### src/rtl/mux_stim_pkg.sv
// Shared types and constants for the 3:1 mux stimulus generator.
package mux_stim_pkg;

  typedef enum logic [1:0] {
    IDLE  = 2'd0,
    RUN   = 2'd1,
    PAUSE = 2'd2,
    DONE  = 2'd3
  } state_t;

  localparam int               LFSR_W    = 8;
  localparam logic [LFSR_W-1:0] LFSR_TAPS = 8'hB8;

  localparam logic [1:0] SEL_IN0 = 2'd0;
  localparam logic [1:0] SEL_IN1 = 2'd1;
  localparam logic [1:0] SEL_IN2 = 2'd2;

  // Fibonacci shift-left; feedback is the parity of the tapped bits 7,5,4,3.
  function automatic logic [LFSR_W-1:0] lfsr_next(input logic [LFSR_W-1:0] s);
    return {s[LFSR_W-2:0], ^(s & LFSR_TAPS)};
  endfunction

endpackage

### src/rtl/mux_stim_gen_lfsr8.sv
// 8-bit Fibonacci LFSR that advances only when en is high.
module lfsr8
  import mux_stim_pkg::*;
(
  input  logic              clk,
  input  logic              rst_n,
  input  logic              en,
  input  logic [LFSR_W-1:0] seed,
  output logic [LFSR_W-1:0] q
);

  // An all-zero state would lock up the register, so a zero seed becomes 1.
  always_ff @(posedge clk) begin
    if (!rst_n)
      q <= (seed == '0) ? LFSR_W'(1) : seed;
    else if (en)
      q <= lfsr_next(q);
  end

endmodule

### src/rtl/mux_stim_gen.sv
// Run-based random stimulus generator for a downstream 3:1 mux: each step
// issues three random data bits and a rotating select, MAX_CNT steps per run.
module mux_stim_gen
  import mux_stim_pkg::*;
#(
  parameter logic [7:0] LFSR_SEED = 8'hA5,
  parameter int         MAX_CNT   = 10   // legal range 1..15
) (
  input  logic       clk,
  input  logic       rst_n,
  input  logic       start,
  input  logic       hold,
  output logic       in0,
  output logic       in1,
  output logic       in2,
  output logic [1:0] sel,
  output logic       valid,
  output logic [3:0] count,
  output logic       done
);

  localparam logic [3:0] CNT_LAST = 4'(MAX_CNT);

  state_t            state_q, state_d;
  logic [1:0]        sel_d;
  logic [3:0]        count_d;
  logic [2:0]        in_d;
  logic              valid_d, done_d, step;
  logic [LFSR_W-1:0] lfsr_q;
  logic [2:0]        step_bits;

  lfsr8 u_lfsr (
    .clk   (clk),
    .rst_n (rst_n),
    .en    (step),
    .seed  (LFSR_SEED),
    .q     (lfsr_q)
  );

  // Data bits come from the value the LFSR takes on this very edge.
  assign step_bits = 3'(lfsr_next(lfsr_q));

  always_comb begin
    state_d = state_q;
    sel_d   = sel;
    count_d = count;
    in_d    = {in2, in1, in0};
    valid_d = 1'b0;
    done_d  = done;
    step    = 1'b0;
    case (state_q)
      IDLE, DONE: begin
        if (start) begin
          state_d = RUN;
          step    = 1'b1;
          sel_d   = SEL_IN0;
          count_d = 4'd1;
          done_d  = 1'b0;
        end
      end
      RUN: begin
        // hold wins over run completion, so a pause can occur at the last count
        if (hold) begin
          state_d = PAUSE;
        end else if (count == CNT_LAST) begin
          state_d = DONE;
          done_d  = 1'b1;
        end else begin
          step    = 1'b1;
          sel_d   = (sel == SEL_IN2) ? SEL_IN0 : sel + 2'd1;
          count_d = count + 4'd1;
        end
      end
      PAUSE: begin
        if (!hold) state_d = RUN;
      end
      default: state_d = IDLE;
    endcase
    if (step) begin
      in_d    = step_bits;
      valid_d = 1'b1;
    end
  end

  always_ff @(posedge clk) begin
    if (!rst_n) begin
      state_q         <= IDLE;
      sel             <= SEL_IN0;
      count           <= 4'd0;
      {in2, in1, in0} <= 3'd0;
      valid           <= 1'b0;
      done            <= 1'b0;
    end else begin
      state_q         <= state_d;
      sel             <= sel_d;
      count           <= count_d;
      {in2, in1, in0} <= in_d;
      valid           <= valid_d;
      done            <= done_d;
    end
  end

endmodule

### config.mk
export PLATFORM = sky130hd
export DESIGN_NAME = mux_stim_gen
export DESIGN_NICKNAME = d
export VERILOG_FILES = /design/src/rtl/mux_stim_pkg.sv /design/src/rtl/mux_stim_gen_lfsr8.sv /design/src/rtl/mux_stim_gen.sv
export SDC_FILE = /design/constraint.sdc
export NUM_CORES = 1
export LEC_CHECK = 0
export ABC_CLOCK_PERIOD_IN_PS = 1800
export BUFFER_PORTS_ARGS = -buffer_cell sky130_fd_sc_hd__buf_2
export CORE_MARGIN = 2
export CORE_UTILIZATION = 48
export DETAILED_ROUTE_END_ITERATION = 7
export PLACE_DENSITY = 0.77
export SYNTH_ARGS = -nofsm -noshare
export SYNTH_HDL_FRONTEND = slang
export SYNTH_SLANG_ARGS = --single-unit
### constraint.sdc
create_clock -name clk -period 1.8 [get_ports clk]
set_clock_uncertainty 0.05 [all_clocks]
set_input_delay 0.36 -clock clk [delete_from_list [all_inputs] [get_ports clk]]
set_output_delay 0.36 -clock clk [all_outputs]
set_load 0.05 [all_outputs]
==> impl_metrics.ini, run 1 <==
[layout]
multi_input_area_sq_um = 552
fin_nets = 130
fillers = 173
syn_to_final_growth_pct = 22.6
regArea_sq_um = 412
drive_above_1_share_pct = 35.0
diodes = 0
final_util_pct = 61.5

[yosys]
synth_area_leaders = dfxtp_1 42%, mux2i_1 7.3%, ha_1 6.5%
synth_fp_nets = 108
avgSynthCellArea_sq_um = 9.74
synth_top_cell_area_share_pct = 41.5
syn_area_sq_um = 965
synth_top_area_cell = dfxtp_1
yosysUniqueCellTypes = 35
yosys_warnings = 0
ys_ff_latch = 20
synthCells = 99
yosysSeqAreaShare_pct = 41.5

[timing]
setup_viol = 0
hold_viol_final = 0
period_share_pct = 95.4
fmax_mhz = 582
rsz0062_at_grt = no
worst_slew_pin_slew_ns = 0.326
finalCriticalPeriod_ns = 1.72
drv_slew = 0
fin_ws_ns = 0.0823
relSlewSlack_pct = 78.1

[global_route]
grt_pass1_wl_mm = 2.99
grt-busiest-layer = met2
grtUsageTotal_pct = 16.2
antenna_found_initial = 0
grt_max_degree = 18
met2_usage_pct = 25.8
grt_pass1_vias = 728
grt_use_met3_pct = 3.07
overflow = 0
met1_usage_pct = 20.2

[clock_network]
clkTransAtPathRegs_ns = 0.12
post_cts_buffers = 0
hold_buffers = 0
cts_max_level = 1
cts.path.max_buffers = 2
cts.sinks = 20
clkLatencyLatePin_ns = 0.31
cts_tree = built
clk_root_buffer_cell = clkbuf_4
cts_buffers = 3

[min_path]
holdCritStartpoint = rst_n
hold_end = u_lfsr.q[7]$_SDFFE_PN1P_
hp-class = input port to flip-flop
whs_path_depth = 2

[worst_setup_path]
reg2reg_from = count[0]$_SDFFE_PN0P_
cp_max_fo = 7
endpoint_kind = flip-flop
rr_endpoint = u_lfsr.q[5]$_SDFFE_PN1P_
required_ns = 1.95
arrival_ns = 1.87
r2r_cells = 7
worst-path-buf-inv = 2
critPathKind = flip-flop to flip-flop
cp_top_family = flip-flops
reg2reg_slack_ns = 0.08
crit_path_start_kind = flip-flop
cpMaxStageDelayCell = dfxtp_4
worst_path_largest_cell_delay_ns = 0.40
path_cells = inv_2, ha_2, and3b_1, o41a_1, buf_4, mux2i_1, nand2_1

[flow_run]
maxCapViolations = 0

[route]
wirelength_mm = 1.73
wl_per_cell_um = 11.8
routed_via_density = 5.12
dr.pass1.iters = 4
drtAntennaViolNets = 0
vias = 752
drc = 0
drt_iter0_drc = 9

[power]
power_frac_seq_pct = 38.0
power_density_nw_per_um2 = 1360
total_leakage_power_nw = 0.536
peakVddDrop_mv = 0.853
combinationalPowerShare_pct = 42.2
switchingPower_w = 0.000613
internal_power_w = 0.000998
sw_frac_of_total_pct = 38.0
p_clk_share_pct = 19.8

[placement]
dp_hpwl_mm = 1.28
numPortBuffers = 14
dp_slack_ns = 0.0248
gp_congestion = 0.736

[floorplan]
io_pins = 15
row_count = 16
start_util_pct = 50.2
dieArea_sq_um = 2380
coreArea_sq_um = 1920
die_x_um = 48.8
die_h_um = 48.8

[run_status]
status = completed
## state kept, by name, indices dropped and copies added, names as in the netlist
register  cells
count         4
in2           1
done          1
in0           1
sel           2
u_lfsr.q      8
state_q       2
valid         1
## cell usage in the layout (no fill, tap or decap), types with 4 or more instances in the layout
| cell type | synthesis | final |
|---|---|---|
| inv_2 | 1 | 4 |
| dfxtp_1 | 20 | 15 |
| mux2i_1 | 7 | 7 |
| nor2b_1 | 8 | 7 |
| nand3_1 | 4 | 4 |
| buf_4 | 1 | 6 |
| nor2_1 | 7 | 6 |
| nand2_1 | 8 | 8 |
| buf_2 | 0 | 14 |
## routing by layer
metal  part of all wire, %  wire length, um
met2                    46              791
met4                   2.5               44
met3                   2.2               38
met5                     0                0
met1                    49              856
## synth_stat cells (all sizes together)
cell and n:
a21boi 1, a21o 2, a21oi 3, and2 1, and3b 1, buf 2, clkbuf 1, dfxtp 20
ha 5, inv 6, mux2i 7, nand2 8, nand2b 1, nand3 4, nand3b 2, nand4b 1
nor2 7, nor2b 9, nor3 1, nor3b 1, nor4 2, nor4b 1, o211a 2, o21a 1
o21ai 3, o21bai 1, o31ai 1, o41a 1, xnor2 3, xor2 1
## area by class of cell
type,count,area share (%)
Clock buffer,4,4.02
Inverter,6,1.90
Multi-Input combinational cell,70,46.7
Sequential cell,20,34.8
Tap cell,27,2.86
Timing Repair Buffer,20,9.74
## power by group through the flow
| stage | clock [W] | sequential, W | combinational, W |
|---|---|---|---|
| 3_5_place_dp | 0 | 0.000612 | 0.000656 |
| 2_1_floorplan | 0 | 0.000727 | 0.000393 |
| 4_1_cts | 0.000329 | 0.000606 | 0.000675 |
| 5_1_grt | 0.000340 | 0.000623 | 0.000735 |
| 6_report | 0.000319 | 0.000612 | 0.000680 |
| 3_3_place_gp | 0 | 0.000608 | 0.000648 |
## cell families after synthesis
group	share of synthesized area [%]
adder cells (fa/ha/maj)	6.49
multiplexers	7.26
XOR/XNOR	3.63
AO/OA/AOI/OAI	11.0
flip-flops	41.5
buffers and inverters	4.67
AND/OR/NAND/NOR	25.4
## through the flow
stage / setup TNS [ns] / hold slack (ns) / power, W / std cells / cell area [sq um]
after global placement: 0 / 0.396 / 0.00126 / 143 / 1100
after detailed placement: 0 / 0.413 / 0.00127 / 143 / 1100
final: 0 / 0.300 / 0.00161 / 147 / 1180
after global routing: 0 / 0.301 / 0.00170 / 147 / 1180
after floorplan: -0.317 / 0.390 / 0.00112 / 99 / 980
after CTS: 0 / 0.287 / 0.00161 / 147 / 1170
## what timing repair did
| item | CTS | global route |
|---|---|---|
| resized for setup | 3 | 6 |
| pin swaps | 0 | 0 |
| cloned | 0 | 0 |
| setup endpoints to repair | 2 | 14 |
## worst max path at each step
| stage | start | depth (start not counted) | to |
|---|---|---|---|
| after global placement | state_q[0]$_SDFFE_PN0P_ | 7 | sel[1]$_SDFFE_PN0P_ |
| after global routing | count[0]$_SDFFE_PN0P_ | 7 | u_lfsr.q[5]$_SDFFE_PN1P_ |
| after detailed placement | state_q[0]$_SDFFE_PN0P_ | 7 | sel[1]$_SDFFE_PN0P_ |
| after floorplan | count[0]$_SDFFE_PN0P_ | 8 | in0$_SDFFE_PN0P_ |
| final | count[0]$_SDFFE_PN0P_ | 7 | u_lfsr.q[5]$_SDFFE_PN1P_ |
| after CTS | state_q[1]$_SDFFE_PN0P_ | 7 | u_lfsr.q[5]$_SDFFE_PN1P_ |
(Power assumes the default switching activity.)
==> run 2: changes to the inputs <==
Settings changed: ABC_CLOCK_PERIOD_IN_PS 1800 to 1500.
Clock period 1.8 ns to 1.5 ns, I/O delays scaled along.
==> run 2 against run 1 <==
Net effect: global-route usage up 4.3 points; via count up 9.8%; core utilization up 11 points; hold slack worse by 0.059 ns; clock power up 18%; routed wire length up 25%; register-to-register slack worse by 0.25 ns; the run now ends with negative setup slack left; critical endpoint is now u_lfsr.q[1]$_SDFFE_PN0P_; fmax up 3.0%; die area unchanged; count of clock-buffer cells in the layout unchanged; cell count up 11%.
==> impl_metrics.ini, run 2 (same netlist as run 1, synthesis figures left out) <==
[run_status]
status = complete, but fails checks
violations = negative setup slack

[min_path]
hp-class = input port to flip-flop
whs_path_depth = 2
holdCritStartpoint = rst_n
hold_end = u_lfsr.q[7]$_SDFFE_PN1P_

[global_route]
grt_pass1_vias = 808
grtUsageTotal_pct = 20.4
grt_pass1_wl_mm = 3.68
grt_max_degree = 18
overflow = 0
antenna_found_initial = 0

[placement]
dp_hpwl_mm = 1.39
numPortBuffers = 14
dp_slack_ns = -0.211
gp_congestion = 0.797

[floorplan]
io_pins = 15
die_x_um = 48.8
start_util_pct = 50.2
coreArea_sq_um = 1920
row_count = 16
dieArea_sq_um = 2380
die_h_um = 48.8

[route]
dr.pass1.iters = 4
wl_per_cell_um = 13.3
drtAntennaViolNets = 0
drt_iter0_drc = 12
vias = 826
routed_via_density = 5.07
wirelength_mm = 2.17
drc = 0

[worst_setup_path]
cp_top_family = flip-flops
cpMaxStageDelayCell = dfxtp_4
rr_endpoint = u_lfsr.q[1]$_SDFFE_PN0P_
crit_path_start_kind = flip-flop
reg2reg_slack_ns = -0.17
worst-path-buf-inv = 3
critPathKind = flip-flop to flip-flop
cpMostUsedCell = buf_6
path_cells = inv_4, ha_4, buf_6, nand3b_1, o41a_1, buf_6, mux2i_1, nor2b_1
arrival_ns = 1.83
r2r_cells = 8
endpoint_kind = flip-flop
reg2reg_from = state_q[0]$_SDFFE_PN0P_
worst_path_largest_cell_delay_ns = 0.39
cp_max_fo = 7
required_ns = 1.66

[layout]
final_util_pct = 72.8
fillers = 145
largest_register_ffs = 8
diodes = 0
regArea_sq_um = 414
final_cell_mix = 15 x buf_2, 15 x dfxtp_1, 15 x buf_4
drive_above_1_share_pct = 50.7
reg_top3 = u_lfsr.q x8, count x4
fin_nets = 146
syn_to_final_growth_pct = 45.0
regMostFlops = u_lfsr.q
multi_input_area_sq_um = 621

[clock_network]
cts_tree = built
hold_buffers = 0
cts_max_level = 1
cts.sinks = 20
clk_root_buffer_cell = clkbuf_4
cts.path.max_buffers = 2
clkLatencyLatePin_ns = 0.31
clkTransAtPathRegs_ns = 0.11
cts_buffers = 3

[timing]
setup_viol = 19
drv_slew = 0
fmax_mhz = 600
fin_ws_ns = -0.167
period_share_pct = 111
finalCriticalPeriod_ns = 1.67
worst_slew_pin_slew_ns = 0.318
relSlewSlack_pct = 78.7
rsz0062_at_grt = yes
finalHoldWorstSlack_ns = 0.241
fin_tns_setup_ns = -2.25
hold_viol_final = 0

[flow_run]
maxCapViolations = 0

[power]
power_density_nw_per_um2 = 1620
peakVddDrop_mv = 1.17
total_leakage_power_nw = 0.640
power_w = 0.00226
-- run 2: cell types whose count changed in the layout (fill, tap and decap cells not counted), moves of 2 or more --
cell	previous run	this run
buf_6	0	6
inv_2	4	2
buf_4	6	15
inv_4	0	2
-- run 2: per-stage QoR --
stage / std cells / instance area (sq um)
2_1_floorplan: 99 / 998
3_3_place_gp: 150 / 1170
3_5_place_dp: 150 / 1170
4_1_cts: 157 / 1310
5_1_grt: 163 / 1400
6_report: 163 / 1400
-- run 2: power breakdown --
group | internal (W) | switching [W]
logic | 0.000557 | 0.000595
clock network | 0.000204 | 0.000172
registers | 0.000645 | 0.0000864
-- run 2: worst register-to-register path, stage by stage (launching register included) --
cell,delay (ns)
dfxtp_4,0.39
inv_4,0.05
ha_4,0.25
buf_6,0.12
nand3b_1,0.07
o41a_1,0.22
buf_6,0.16
mux2i_1,0.20
nor2b_1,0.07
-- run 2: per-layer routing --
metal | up-vias | GRT usage, % | share of wire, % | wire, um
met5 | - | 0 | 0 | 0
met4 | 0 | 10.5 | 1.3 | 28
met3 | 5 | 3.07 | 1.6 | 35
met2 | 10 | 33.3 | 50 | 1100
met1 | 396 | 26.3 | 47 | 1010
li1 | 415 | - | - | -
-- run 2: layout make-up --
cell class | count | share of cell area [%]
Tap cell | 27 | 2.42
Inverter | 6 | 1.97
Clock buffer | 4 | 3.40
Multi-Input combinational cell | 70 | 44.4
Sequential cell | 20 | 29.6
Timing Repair Buffer | 36 | 18.2
-- run 2: worst max-delay path by stage --
stage                       startpoint                        to  slack, ns  cells past startpoint
2_1_floorplan    count[0]$_SDFFE_PN0P_          in0$_SDFFE_PN0P_      -0.37                      8
3_3_place_gp   state_q[1]$_SDFFE_PN0P_          in2$_SDFFE_PN0P_      -0.16                      7
3_5_place_dp   state_q[1]$_SDFFE_PN0P_       sel[0]$_SDFFE_PN0P_      -0.21                      7
4_1_cts        state_q[1]$_SDFFE_PN0P_       sel[0]$_SDFFE_PN0P_      -0.18                      7
5_1_grt        state_q[0]$_SDFFE_PN0P_  u_lfsr.q[7]$_SDFFE_PN1P_      -0.29                      8
6_report       state_q[0]$_SDFFE_PN0P_  u_lfsr.q[1]$_SDFFE_PN0P_      -0.17                      8
-- run 2: timing repair --
action	in CTS	in global routing
pin swaps	6	4
setup endpoints to repair	19	20
cloned	2	0
setup buffers	1	6
gates resized for setup	20	11
==> run 3: changes to the inputs <==
Settings changed: PLACE_DENSITY 0.77 to 0.84.
==> run 3 against run 2 <==
Net effect: the flow still finishes with violations (negative setup slack); critical path depth fell by 1; combinational power hardly changed; final area grew 2.8%; routed wire length is 16% higher; via count increased by 1.3%; power increased by 1.9%; hold slack got worse by 0.012 ns; cell count fell by 1.2%; clock power rose by 4%; critical endpoint is now u_lfsr.q[4]$_SDFFE_PN0P_; largest cell class unchanged; largest power group unchanged.
==> impl_metrics.ini, run 3 (same netlist as run 1, synthesis figures left out) <==
[layout]
multi_input_area_sq_um = 663
fin_nets = 144
final_cell_mix = 15 x dfxtp_1, 14 x buf_2, 11 x buf_4
largest_register_ffs = 8
final_util_pct = 74.8
layout_commonest_cell = dfxtp_1
regMostFlops = u_lfsr.q
regArea_sq_um = 412
fillers = 128
syn_to_final_growth_pct = 49.0
final_area_sq_um = 1440
layoutNonFillerInstCount = 161
reg_top3 = u_lfsr.q x8, count x4
diodes = 0
drive_above_1_share_pct = 53.7

[timing]
hold_viol_final = 0
worst_slew_pin_slew_ns = 0.325
fmax_mhz = 570
rsz0062_at_grt = yes
fin_tns_setup_ns = -2.95
drv_slew = 0
setup_viol = 19
finalCriticalPeriod_ns = 1.75
relSlewSlack_pct = 78.2
fin_ws_ns = -0.253
period_share_pct = 117

[global_route]
antenna_found_initial = 0
grt_pass1_wl_mm = 3.74
grtUsageTotal_pct = 20.2
grt_pass1_vias = 807
overflow = 0
grt_max_degree = 18

[run_status]
status = complete, but fails checks
violations = negative setup slack

[power]
combinationalPowerShare_pct = 51.0
p_clk_share_pct = 16.9
power_frac_seq_pct = 32.2
peakVddDrop_mv = 1.15
sw_frac_of_total_pct = 39.3
switchingPower_w = 0.000903
power_density_nw_per_um2 = 1600
total_leakage_power_nw = 0.641
internal_power_w = 0.00140

[floorplan]
row_count = 16
coreArea_sq_um = 1920
dieArea_sq_um = 2380
die_h_um = 48.8
die_x_um = 48.8
start_util_pct = 50.2
io_pins = 15

[placement]
dp_hpwl_mm = 1.41
placed_area_sq_um = 1170
gp_congestion = 0.822
numPortBuffers = 14
dp_slack_ns = -0.240
dp.cells = 150

[clock_network]
cts_buffers = 3
cts_tree = built
clk_root_buffer_cell = clkbuf_4
hold_buffers = 0
clkLatencyLatePin_ns = 0.32
cts.sinks = 20
cts_max_level = 1
clkTransAtPathRegs_ns = 0.12
cts.path.max_buffers = 2

[worst_setup_path]
arrival_ns = 1.92
required_ns = 1.67
crit_path_start_kind = flip-flop
cp_max_fo = 7
endpoint_kind = flip-flop
critPathKind = flip-flop to flip-flop

[route]
routed_via_density = 5.20
drc = 0
wirelength_mm = 2.52
wl_per_cell_um = 15.7
vias = 837
drt_iter0_drc = 15
dr.pass1.iters = 5
drtAntennaViolNets = 0

[flow_run]
maxCapViolations = 0

[min_path]
hp-class = input port to flip-flop
## run 3: cell types whose count changed in the layout (fill, tap and decap cells not counted), moves of 2 or more
cell / change
o21ai_1: +2
nand3_2: +2
buf_6: +3
buf_4: -4
nand3_1: -2
nor2_1: -2
## run 3: power groups by stage
stage                     registers, W  clock network, W  logic [W]
after floorplan               0.000875                 0   0.000487
after global placement        0.000721                 0   0.000842
after detailed placement      0.000728                 0   0.000864
after CTS                     0.000727          0.000387    0.00102
after global routing          0.000753          0.000407    0.00124
final                         0.000740          0.000389    0.00117
## run 3: path summary, 6_finish.rpt
kind | start | to | slack (ns) | depth (start not counted)
hold / removal | rst_n | u_lfsr.q[7]$_SDFFE_PN1P_ | 0.23 | 2
setup reg to reg | count[0]$_SDFFE_PN0P_ | u_lfsr.q[4]$_SDFFE_PN0P_ | -0.25 | 7
setup / recovery | count[0]$_SDFFE_PN0P_ | u_lfsr.q[4]$_SDFFE_PN0P_ | -0.25 | 7
hold reg to reg | u_lfsr.q[2]$_SDFFE_PN1P_ | u_lfsr.q[2]$_SDFFE_PN1P_ | 0.45 | 2
## run 3: area by class of cell
type	instances	share of cell area, %
Sequential cell	20	28.6
Timing Repair Buffer	34	17.7
Tap cell	27	2.35
Multi-Input combinational cell	70	46.1
Inverter	6	1.91
Clock buffer	4	3.31
## run 3: routing by layer
metal | vias up | share of wire, % | track usage [%]
met1 | 408 | 44 | 25.4
li1 | 410 | - | -
met5 | - | 0 | 0
met3 | 5 | 2.8 | 2.45
met2 | 14 | 52 | 35.6
met4 | 0 | 1.5 | 7.14
## run 3: per-stage QoR
| stage | total power (W) | hold slack (ns) |
|---|---|---|
| 6_report | 0.00230 | 0.229 |
| 5_1_grt | 0.00240 | 0.247 |
| 4_1_cts | 0.00213 | 0.227 |
| 3_5_place_dp | 0.00159 | 0.404 |
| 3_3_place_gp | 0.00156 | 0.386 |
| 2_1_floorplan | 0.00136 | 0.378 |
## run 3: what timing repair did
action,CTS,global route
endpoints found under the setup margin,20,19
setup buffers,3,4
resized for setup,21,21
hold endpoints to repair,0,0
pin swaps,10,16
cloned,1,0
## run 3: worst max-delay path, cell delays in order, from the launching register on
cell	delay [ns]
dfxtp_4	0.38
inv_4	0.04
ha_4	0.14
and3b_2	0.24
o41a_1	0.36
buf_6	0.17
mux2i_2	0.19
nor2b_1	0.08
